$ cat src/rtl/vr_pkg.sv
// Shared VeriRISC definitions: opcode and phase encodings, the phase width,
// the datapath strobe bundle and the ALU-operation membership test.
// The controller, alu and decoder benches all import this package.
package vr_pkg;

    localparam int PHASE_W = 3;
    localparam int NPHASE  = 8;

    typedef logic [2:0]         opcode_t;
    typedef logic [PHASE_W-1:0] phase_t;

    localparam opcode_t OP_HLT = 3'd0;
    localparam opcode_t OP_SKZ = 3'd1;
    localparam opcode_t OP_ADD = 3'd2;
    localparam opcode_t OP_AND = 3'd3;
    localparam opcode_t OP_XOR = 3'd4;
    localparam opcode_t OP_LDA = 3'd5;
    localparam opcode_t OP_STO = 3'd6;
    localparam opcode_t OP_JMP = 3'd7;

    localparam phase_t PH_INST_ADDR  = 3'd0;
    localparam phase_t PH_INST_FETCH = 3'd1;
    localparam phase_t PH_INST_LOAD  = 3'd2;
    localparam phase_t PH_IDLE       = 3'd3;
    localparam phase_t PH_OP_ADDR    = 3'd4;
    localparam phase_t PH_OP_FETCH   = 3'd5;
    localparam phase_t PH_ALU_OP     = 3'd6;
    localparam phase_t PH_STORE      = 3'd7;

    // Datapath strobes driven by the controller for one cycle.
    typedef struct packed {
        logic sel;
        logic rd;
        logic ld_ir;
        logic inc_pc;
        logic halt;
        logic ld_pc;
        logic data_e;
        logic ld_ac;
        logic wr;
    } strobes_t;

    // Opcodes that read an operand from memory and load the accumulator.
    function automatic logic is_aluop(input opcode_t op);
        return (op == OP_ADD) || (op == OP_AND) || (op == OP_XOR) || (op == OP_LDA);
    endfunction

endpackage

$ cat src/rtl/phase_counter.sv
// Instruction phase counter: counts 0..NPHASE-1 and wraps to 0 while en=1,
// holds while en=0.
// Ports:
//   clk   in  system clock
//   rst   in  synchronous active-high reset, clears phase to 0
//   en    in  advance enable
//   phase out current phase
module phase_counter
    import vr_pkg::*;
#(
    parameter int NPHASE_P = NPHASE
) (
    input  logic   clk,
    input  logic   rst,
    input  logic   en,
    output phase_t phase
);

    localparam phase_t LAST = phase_t'(NPHASE_P - 1);

    always_ff @(posedge clk) begin
        if (rst)
            phase <= '0;
        else if (en)
            phase <= (phase == LAST) ? '0 : phase + 1'b1;
    end

endmodule

$ cat src/rtl/controller.sv
// VeriRISC instruction sequencer. Steps an 8-phase cycle per instruction and
// decodes phase + opcode (+ zero in ALU_OP) into the datapath strobes.
// A HLT seen in OP_ADDR freezes the sequencer at OP_ADDR until rst.
// Ports:
//   clk, rst      clock, synchronous active-high reset
//   opcode        current IR opcode
//   zero          accumulator-is-zero flag (only used by SKZ in ALU_OP)
//   sel..wr       memory/IR/ACC/PC strobes, combinational from current state
//   phase         current phase (observability)
module controller
    import vr_pkg::*;
#(
    parameter int NPHASE_P = NPHASE
) (
    input  logic       clk,
    input  logic       rst,
    input  logic [2:0] opcode,
    input  logic       zero,
    output logic       sel,
    output logic       rd,
    output logic       ld_ir,
    output logic       inc_pc,
    output logic       halt,
    output logic       ld_pc,
    output logic       data_e,
    output logic       ld_ac,
    output logic       wr,
    output logic [2:0] phase
);

    typedef enum logic {ST_RUN, ST_HALT} ctl_state_t;

    ctl_state_t st, st_nxt;
    strobes_t   s;
    logic       cnt_en;
    logic       aluop;
    phase_t     ph;

    phase_counter #(.NPHASE_P(NPHASE_P)) u_phase (
        .clk   (clk),
        .rst   (rst),
        .en    (cnt_en),
        .phase (ph)
    );

    always_ff @(posedge clk) begin
        if (rst)
            st <= ST_RUN;
        else
            st <= st_nxt;
    end

    assign aluop = is_aluop(opcode);

    always_comb begin
        st_nxt = st;
        cnt_en = 1'b0;
        s      = '0;
        unique case (st)
            ST_RUN: begin
                cnt_en = 1'b1;
                unique case (ph)
                    PH_INST_ADDR:  s.sel = 1'b1;
                    PH_INST_FETCH: begin
                        s.sel = 1'b1;
                        s.rd  = 1'b1;
                    end
                    PH_INST_LOAD, PH_IDLE: begin
                        s.sel   = 1'b1;
                        s.rd    = 1'b1;
                        s.ld_ir = 1'b1;
                    end
                    PH_OP_ADDR: begin
                        // PC still steps past the HLT itself on this cycle.
                        s.inc_pc = 1'b1;
                        s.halt   = (opcode == OP_HLT);
                    end
                    PH_OP_FETCH: s.rd = aluop;
                    PH_ALU_OP: begin
                        s.rd     = aluop;
                        s.inc_pc = (opcode == OP_SKZ) && zero;
                        s.ld_pc  = (opcode == OP_JMP);
                        s.data_e = (opcode == OP_STO);
                    end
                    PH_STORE: begin
                        s.rd     = aluop;
                        s.ld_ac  = aluop;
                        s.ld_pc  = (opcode == OP_JMP);
                        s.wr     = (opcode == OP_STO);
                        s.data_e = (opcode == OP_STO);
                    end
                endcase
                // Freeze the counter on the same edge that sets halted, so the
                // phase parks at OP_ADDR rather than moving on to OP_FETCH.
                if (ph == PH_OP_ADDR && opcode == OP_HLT) begin
                    st_nxt = ST_HALT;
                    cnt_en = 1'b0;
                end
            end
            ST_HALT: s.halt = 1'b1;
        endcase
    end

    assign sel    = s.sel;
    assign rd     = s.rd;
    assign ld_ir  = s.ld_ir;
    assign inc_pc = s.inc_pc;
    assign halt   = s.halt;
    assign ld_pc  = s.ld_pc;
    assign data_e = s.data_e;
    assign ld_ac  = s.ld_ac;
    assign wr     = s.wr;
    assign phase  = ph;

endmodule
$ cat config.mk
export PLATFORM = sky130hd
export DESIGN_NAME = controller
export DESIGN_NICKNAME = d
export VERILOG_FILES = /design/src/rtl/vr_pkg.sv /design/src/rtl/phase_counter.sv /design/src/rtl/controller.sv
export SDC_FILE = /design/constraint.sdc
export NUM_CORES = 1
export LEC_CHECK = 0
export CORE_AREA = 3 3 40 42
export CTS_CLUSTER_DIAMETER = 200
export CTS_CLUSTER_SIZE = 28
export DETAILED_ROUTE_END_ITERATION = 7
export DIE_AREA = 0 0 43 45
export GPL_TIMING_DRIVEN = 0
export PLACE_DENSITY_LB_ADDON = 0.08
export SYNTH_ARGS = -nofsm -noshare
export SYNTH_HDL_FRONTEND = slang
export SYNTH_SLANG_ARGS = --single-unit
$ cat constraint.sdc
create_clock -name clk -period 1.65 [get_ports clk]
set_input_delay 0.33 -clock clk [delete_from_list [all_inputs] [get_ports clk]]
set_output_delay 0.33 -clock clk [all_outputs]
set_load 0.01 [all_outputs]
==> impl_metrics.csv, run 1 <==
group,metric,value,unit
timing,setup_viol,7,
timing,max_slew_margin,0.789,
floorplan,die_y,45,um
clock_tree,root_buffer,"clkbuf_4",
floorplan,ios,18,
pwr,ir_worst_vdd,0.652,mV
detailed_routing,first_iter_violations,4,
detailed_routing,vias,470,
critical_path,worst_ep_required_time,1.32,ns
finish,fin_cells,90,
finish,fin_util,0.567,
finish,layout-drive-gt1-share,0.533,
critical_path,r2r_end,"u_phase.phase[0]",
pwr,leakagePower,0.302,nW
timing,max_slew.worst_pin.slew,0.312,ns
detailed_routing,vias_per_cell,5.22,
global_route,grt_pass1_wl,1910,um
global_route,antenna_found_initial,0,
critical_path,reg2reg_slack,0.07,ns
yosys,synth_seq_area_share,0.196,
pwr,p_comb_frac,0.633,
finish,diodes,0,
pwr,intPower,557,uW
yosys,avgSynthCellArea,8.16,sq um
yosys,synth_warnings,0,
finish,nets,90,
critical_path,reg2reg_from,"u_phase.phase[1]",
critical_path,cp.arrival,1.47,ns
timing,clock_skew,0.00379,ns
yosys,ys_ff_latch,4,
detailed_routing,wl_per_cell,13.6,um
floorplan,die_w,43,um
critical_path,cpMostUsedCell,"ha_4",
critical_path,cp.depth,5,
clock_tree,cts_buffers,3,
pwr,p_switching,420,uW
timing,finalMaxSlewViolations,0,
critical_path,crit_path_max_incr_delay,0.41,ns
placed_design,post-dp-hpwl,813,um
critical_path,crit_type,"reg2out",
pwr,p_sw_frac,0.430,
clock_tree,tritoncts,"built",
yosys,syn-num-nets,63,
placed_design,port_buffers,17,
timing,timing.fmax,556,MHz
yosys,syn_inst,50,
outcome,violations,"negative setup slack",
detailed_routing,routed_wl,1230,um
critical_path,crit_start,"u_phase.phase[1]",
global_route,grt_max_degree,11,
clock_tree,h-tree-depth,1,
timing,min_period_over_period,1.09,
pwr,total_power,977,uW
timing,finalCriticalPeriod,1.80,ns
clock_tree,cts.sinks,4,
pwr,power_density,1340,nW/um^2
timing,worst_slack,-0.147,ns
floorplan,rows,13,
global_route,grt.overflow.total,0,
critical_path,endpoint_kind,"output pin",
yosys,synth_cell_types,28,
run,max_cap_viol_count,0,
global_route,grt_usage,0.132,
critical_path,worstPathMaxFanout,6,
placed_design,globalplace.congestion,0.712,
detailed_routing,drcViolationCount,0,
floorplan,initial_utilization,0.317,
timing,timing.final.hold_violations,0,
yosys,netlist_area,408,sq um
critical_path,crit_chain,"ha_4 -> ha_4 -> or2b_1 -> nor3_2 -> buf_2",
global_route,grt_pass1_vias,434,
critical_path,crit_end,"wr",
critical_path,critPathTopFamily,"flip-flops",
pwr,p_seq_frac,0.247,
floorplan,die-area,1940,sq um
critical_path,worst-path-buf-inv,1,
min_path,min_path_type,"reg2reg",
detailed_routing,first_pass_iters,4,
floorplan,core_area,1280,sq um
timing,grt_setup_unrepaired,"yes",
critical_path,cp-start-kind,"flop",
critical_path,reg2regPathDepth,5,
critical_path,cp_slowest_cell,"dfxtp_4",
pwr,clock_power_share,0.120,
detailed_routing,ant_nets,0,
placed_design,dp.cells,82,
finish,area_growth,78.5,%
clock_tree,clk_pin_slew,0.04,ns
clock_tree,clk_latency,0.23,ns
outcome,status,"finished, violations left",
clock_tree,cts_buffer_depth,2,
==> layout make-up <==
type / count / area [sq um]
flip-flops and latches: 4 / 91.3
multi-input cells: 41 / 408
well taps: 15 / 18.8
fillers: 133 / 557
plain buffers: 1 / 5.00
inverters: 4 / 20.0
clock buffers: 3 / 22.5
repair buffers: 22 / 163
==> synthesized netlist by cell type, drive strengths merged <==
cell     n  area (sq um)
nand3b   1          7.51
clkbuf   1          3.75
or2      1          6.26
nor2     4          15.0
o21a     1          7.51
o311ai   1          8.76
and3b    1          8.76
nand4b   1          8.76
nor4b    1          8.76
or4      1          7.51
xor2     1          8.76
o2bb2ai  1          8.76
a221oi   1          8.76
nand2b   1          6.26
dfxtp    4          80.1
a41oi    1          8.76
nor3     2          10.0
a311o    1          11.3
nor4     1          6.26
or2b     1          7.51
ha       7          87.6
nand2    2          7.51
inv      4          15.0
o21ai    1          5.00
a211oi   1          7.51
a21oi    5          25.0
o31a     1          8.76
nor2b    2          12.5
==> through the flow <==
step	cell area, sq um	TNS (ns)	hold slack [ns]	setup WS [ns]
after detailed placement	604	-4.44	0.624	-0.720
final	728	-0.756	0.631	-0.147
after floorplan	415	0	0.402	0.0107
after CTS	707	-0.755	0.632	-0.149
after global routing	728	-1.38	0.661	-0.241
after global placement	604	-4.44	0.628	-0.691
==> sequential cells by signal, summed over array words and instances, names as in the netlist <==
signal         cells
st                 1
u_phase.phase      3
==> cells in the final DEF (no fill, tap or decap), types with 2 or more instances in the layout <==
master           count
ha_1                 2
clkdlybuf4s50_1      5
ha_4                 4
clkbuf_4             3
buf_2                9
nor2b_1              2
dfxtp_4              3
nand2_1              2
dlygate4sd2_1        3
inv_4                2
a21oi_2              3
nor3_2               2
a21oi_1              2
buf_4                4
nor2_1               3
==> worst reg2reg max path: stages, from the launching register on <==
cell	delay, ns
dfxtp_4	0.38
ha_4	0.18
ha_4	0.17
or4_1	0.52
o2bb2ai_1	0.15
a311o_2	0.12
==> what timing repair did <==
action / CTS / global route
setup buffers: 5 / 0
setup endpoints to repair: 10 / 9
pin swaps: 7 / 0
hold buffers: 0 / 0
resized for setup: 66 / 6
==> kinds of logic after synthesis <==
logic type / Yosys count / synth area share
DFF: 4 / 0.196
and+or+nand+nor: 19 / 0.276
AOI/OAI and AO/OA: 14 / 0.245
xor gates and xnor gates: 1 / 0.0215
buffers and inverters: 5 / 0.0460
adders and majority gates: 7 / 0.215
==> power by group through the flow <==
stage | Combinational (mW) | Sequential [mW] | Clock, mW
2_1_floorplan | 0.294 | 0.185 | 0
3_3_place_gp | 0.559 | 0.183 | 0
3_5_place_dp | 0.559 | 0.182 | 0
4_1_cts | 0.600 | 0.233 | 0.124
5_1_grt | 0.677 | 0.252 | 0.134
6_report | 0.619 | 0.241 | 0.117
==> metal layers <==
layer	vias to the layer above	track usage	share of wire
met5	-	0	0
met4	0	0.0723	0
met3	0	0.0120	0.046
met2	16	0.237	0.47
met1	216	0.156	0.49
li1	238	-	-
==> how the worst min path moves through the flow <==
stage | cells past startpoint | start | end | slack [ns]
floorplan | 1 | rst | st | 0.40
global placement | 2 | st | u_phase.phase[0] | 0.63
detailed placement | 2 | st | u_phase.phase[0] | 0.62
CTS | 2 | u_phase.phase[2] | u_phase.phase[2] | 0.63
global route | 2 | u_phase.phase[2] | u_phase.phase[2] | 0.66
finish | 2 | u_phase.phase[2] | u_phase.phase[2] | 0.63
No activity file was read; power rests on OpenSTA's default activity.
==> run 2, diff against run 1 <==
==> constraint.sdc (replaced) <==
create_clock -name clk -period 2 [get_ports clk]
set_input_delay 0.4 -clock clk [delete_from_list [all_inputs] [get_ports clk]]
set_output_delay 0.4 -clock clk [all_outputs]
set_load 0.01 [all_outputs]
==> run 2 against run 1 <==
The run now ends clean. Clock power down 17%. Die area unchanged. Clock skew increased by 0.0010 ns. Critical path depth did not move. Worst setup slack improved by 0.21 ns. Global-route usage grew 0.33 points. Design area down 4.3%. Largest cell class unchanged.
==> impl_metrics.csv, run 2 (synthesis results as in run 1) <==
group,metric,value,unit
outcome,status,"complete, no violations",
min_path,min_path_type,"reg2reg",
timing,clock_skew,0.00484,ns
floorplan,die_y,45,um
clock_tree,cts_buffers,3,
floorplan,die-area,1940,sq um
global_route,grt.overflow.total,0,
placed_design,globalplace.congestion,0.718,
detailed_routing,wl_per_cell,13.0,um
finish,fill_cells,133,
detailed_routing,drcViolationCount,0,
min_path,min_from,"u_phase.phase[2]",
finish,final_area,697,sq um
timing,finalMaxSlewViolations,0,
critical_path,reg2reg_from,"u_phase.phase[0]",
timing,max_slew_margin,0.680,
timing,min_period_over_period,0.971,
timing,grt_setup_unrepaired,"yes",
floorplan,rows,13,
finish,nets,92,
clock_tree,clk_latency,0.23,ns
critical_path,worstPathMaxFanout,6,
finish,area_growth,70.9,%
placed_design,dp.cells,82,
floorplan,initial_utilization,0.317,
finish,final_common_cell,"buf_4",
critical_path,reg2regPathDepth,5,
critical_path,r2r_end,"u_phase.phase[0]",
clock_tree,clk_pin_slew,0.04,ns
global_route,grt_max_degree,11,
detailed_routing,ant_nets,0,
placed_design,port_buffers,17,
placed_design,post-dp-hpwl,786,um
critical_path,crit_type,"reg2out",
finish,fin_util,0.542,
finish,diodes,0,
finish,layout-drive-gt1-share,0.416,
detailed_routing,vias,479,
critical_path,cp-start-kind,"flop",
timing,timing.fmax,515,MHz
pwr,leakagePower,0.303,nW
floorplan,ios,18,
clock_tree,cts_buffer_depth,2,
finish,top_register,"u_phase.phase",
timing,finalCriticalPeriod,1.94,ns
placed_design,dpl-instance-area,597,sq um
global_route,grt_pass1_vias,482,
global_route,antenna_found_initial,0,
finish,fin_cells,92,
clock_tree,root_buffer,"clkbuf_4",
clock_tree,tritoncts,"built",
clock_tree,cts.sinks,4,
floorplan,core_area,1280,sq um
clock_tree,h-tree-depth,1,
finish,largest_register_ffs,3,
clock_tree,holdBufCountCts,0,
detailed_routing,first_pass_iters,5,
floorplan,die_w,43,um
detailed_routing,first_iter_violations,1,
global_route,grt_usage,0.136,
critical_path,worst_ep_required_time,1.60,ns
detailed_routing,routed_wl,1200,um
pwr,ir_worst_vdd,0.505,mV
timing,timing.final.hold_violations,0,
timing,max_slew.worst_pin.slew,0.480,ns
finish,reg.largest.list,"u_phase.phase: 3 flops, st: 1 flops",
detailed_routing,vias_per_cell,5.21,
finish,final_cell_mix,"7 x buf_4, 6 x dlygate4sd2_1, 5 x clkdlybuf4s50_1",
min_path,holdPathEnd,"u_phase.phase[2]",
min_path,hold_depth,2,
global_route,grt_pass1_wl,1950,um
critical_path,endpoint_kind,"output pin",
pwr,power_density,1060,nW/um^2
critical_path,reg2reg_slack,0.39,ns
timing,setup_viol,0,
run,max_cap_viol_count,0,
critical_path,cp.arrival,1.54,ns
[run 2: timing repair]
item	4_1_cts	5_1_grt
endpoints found under the hold margin	0	0
endpoints found under the setup margin	9	7
pin swaps	3	2
buffers inserted	4	3
gates resized for setup	38	8
gates cloned	0	0
[run 2: worst max path at each step]
stage	startpoint	to	slack [ns]	depth (start not counted)
detailed placement	opcode[1]	inc_pc	-0.48	5
finish	u_phase.phase[1]	ld_ac	0.06	5
CTS	u_phase.phase[1]	ld_pc	-0.04	5
global placement	opcode[1]	inc_pc	-0.49	5
floorplan	u_phase.phase[1]	ld_pc	0.25	4
global route	u_phase.phase[1]	ld_ac	-0.03	5
[run 2: layout make-up]
type                    count  area (sq um)  share of cell area
multi-input cells          41           352               0.504
well taps                  15          18.8              0.0269
inverters                   4          15.0              0.0215
clock buffers               3          22.5              0.0323
plain buffers               1          3.75             0.00539
repair buffers             24           196               0.282
flip-flops and latches      4          88.8               0.127
[run 2: critical path, stage by stage (launching register included)]
cell	delay (ns)
dfxtp_4	0.37
ha_2	0.20
ha_4	0.15
or2b_1	0.24
nor2b_1	0.12
clkdlybuf4s15_2	0.23
[run 2: metrics by stage]
step           power (mW)  setup WS [ns]  hold slack [ns]  TNS [ns]
5_1_grt             0.820        -0.0339            0.666   -0.0935
3_5_place_dp        0.607         -0.481            0.625     -2.45
3_3_place_gp        0.609         -0.486            0.629     -2.46
6_report            0.742         0.0580            0.629         0
2_1_floorplan       0.392          0.253            0.472         0
4_1_cts             0.698        -0.0364            0.602   -0.0364
[run 2: per-layer routing]
| metal | vias up | GRT usage | share of wire |
|---|---|---|---|
| met5 | - | 0 | 0 |
| met4 | 0 | 0.114 | 0.013 |
| met3 | 2 | 0.0359 | 0.098 |
| met2 | 20 | 0.237 | 0.47 |
| met1 | 215 | 0.135 | 0.42 |
| li1 | 242 | - | - |
[run 2: report_power, final]
part	leakage, nW	total [mW]	switching (mW)	internal (mW)
Combinational	0.255	0.475	0.226	0.249
Sequential	0.0344	0.170	0.0501	0.120
Clock	0.0138	0.0967	0.0298	0.0669
Total	0.303	0.742	0.306	0.436
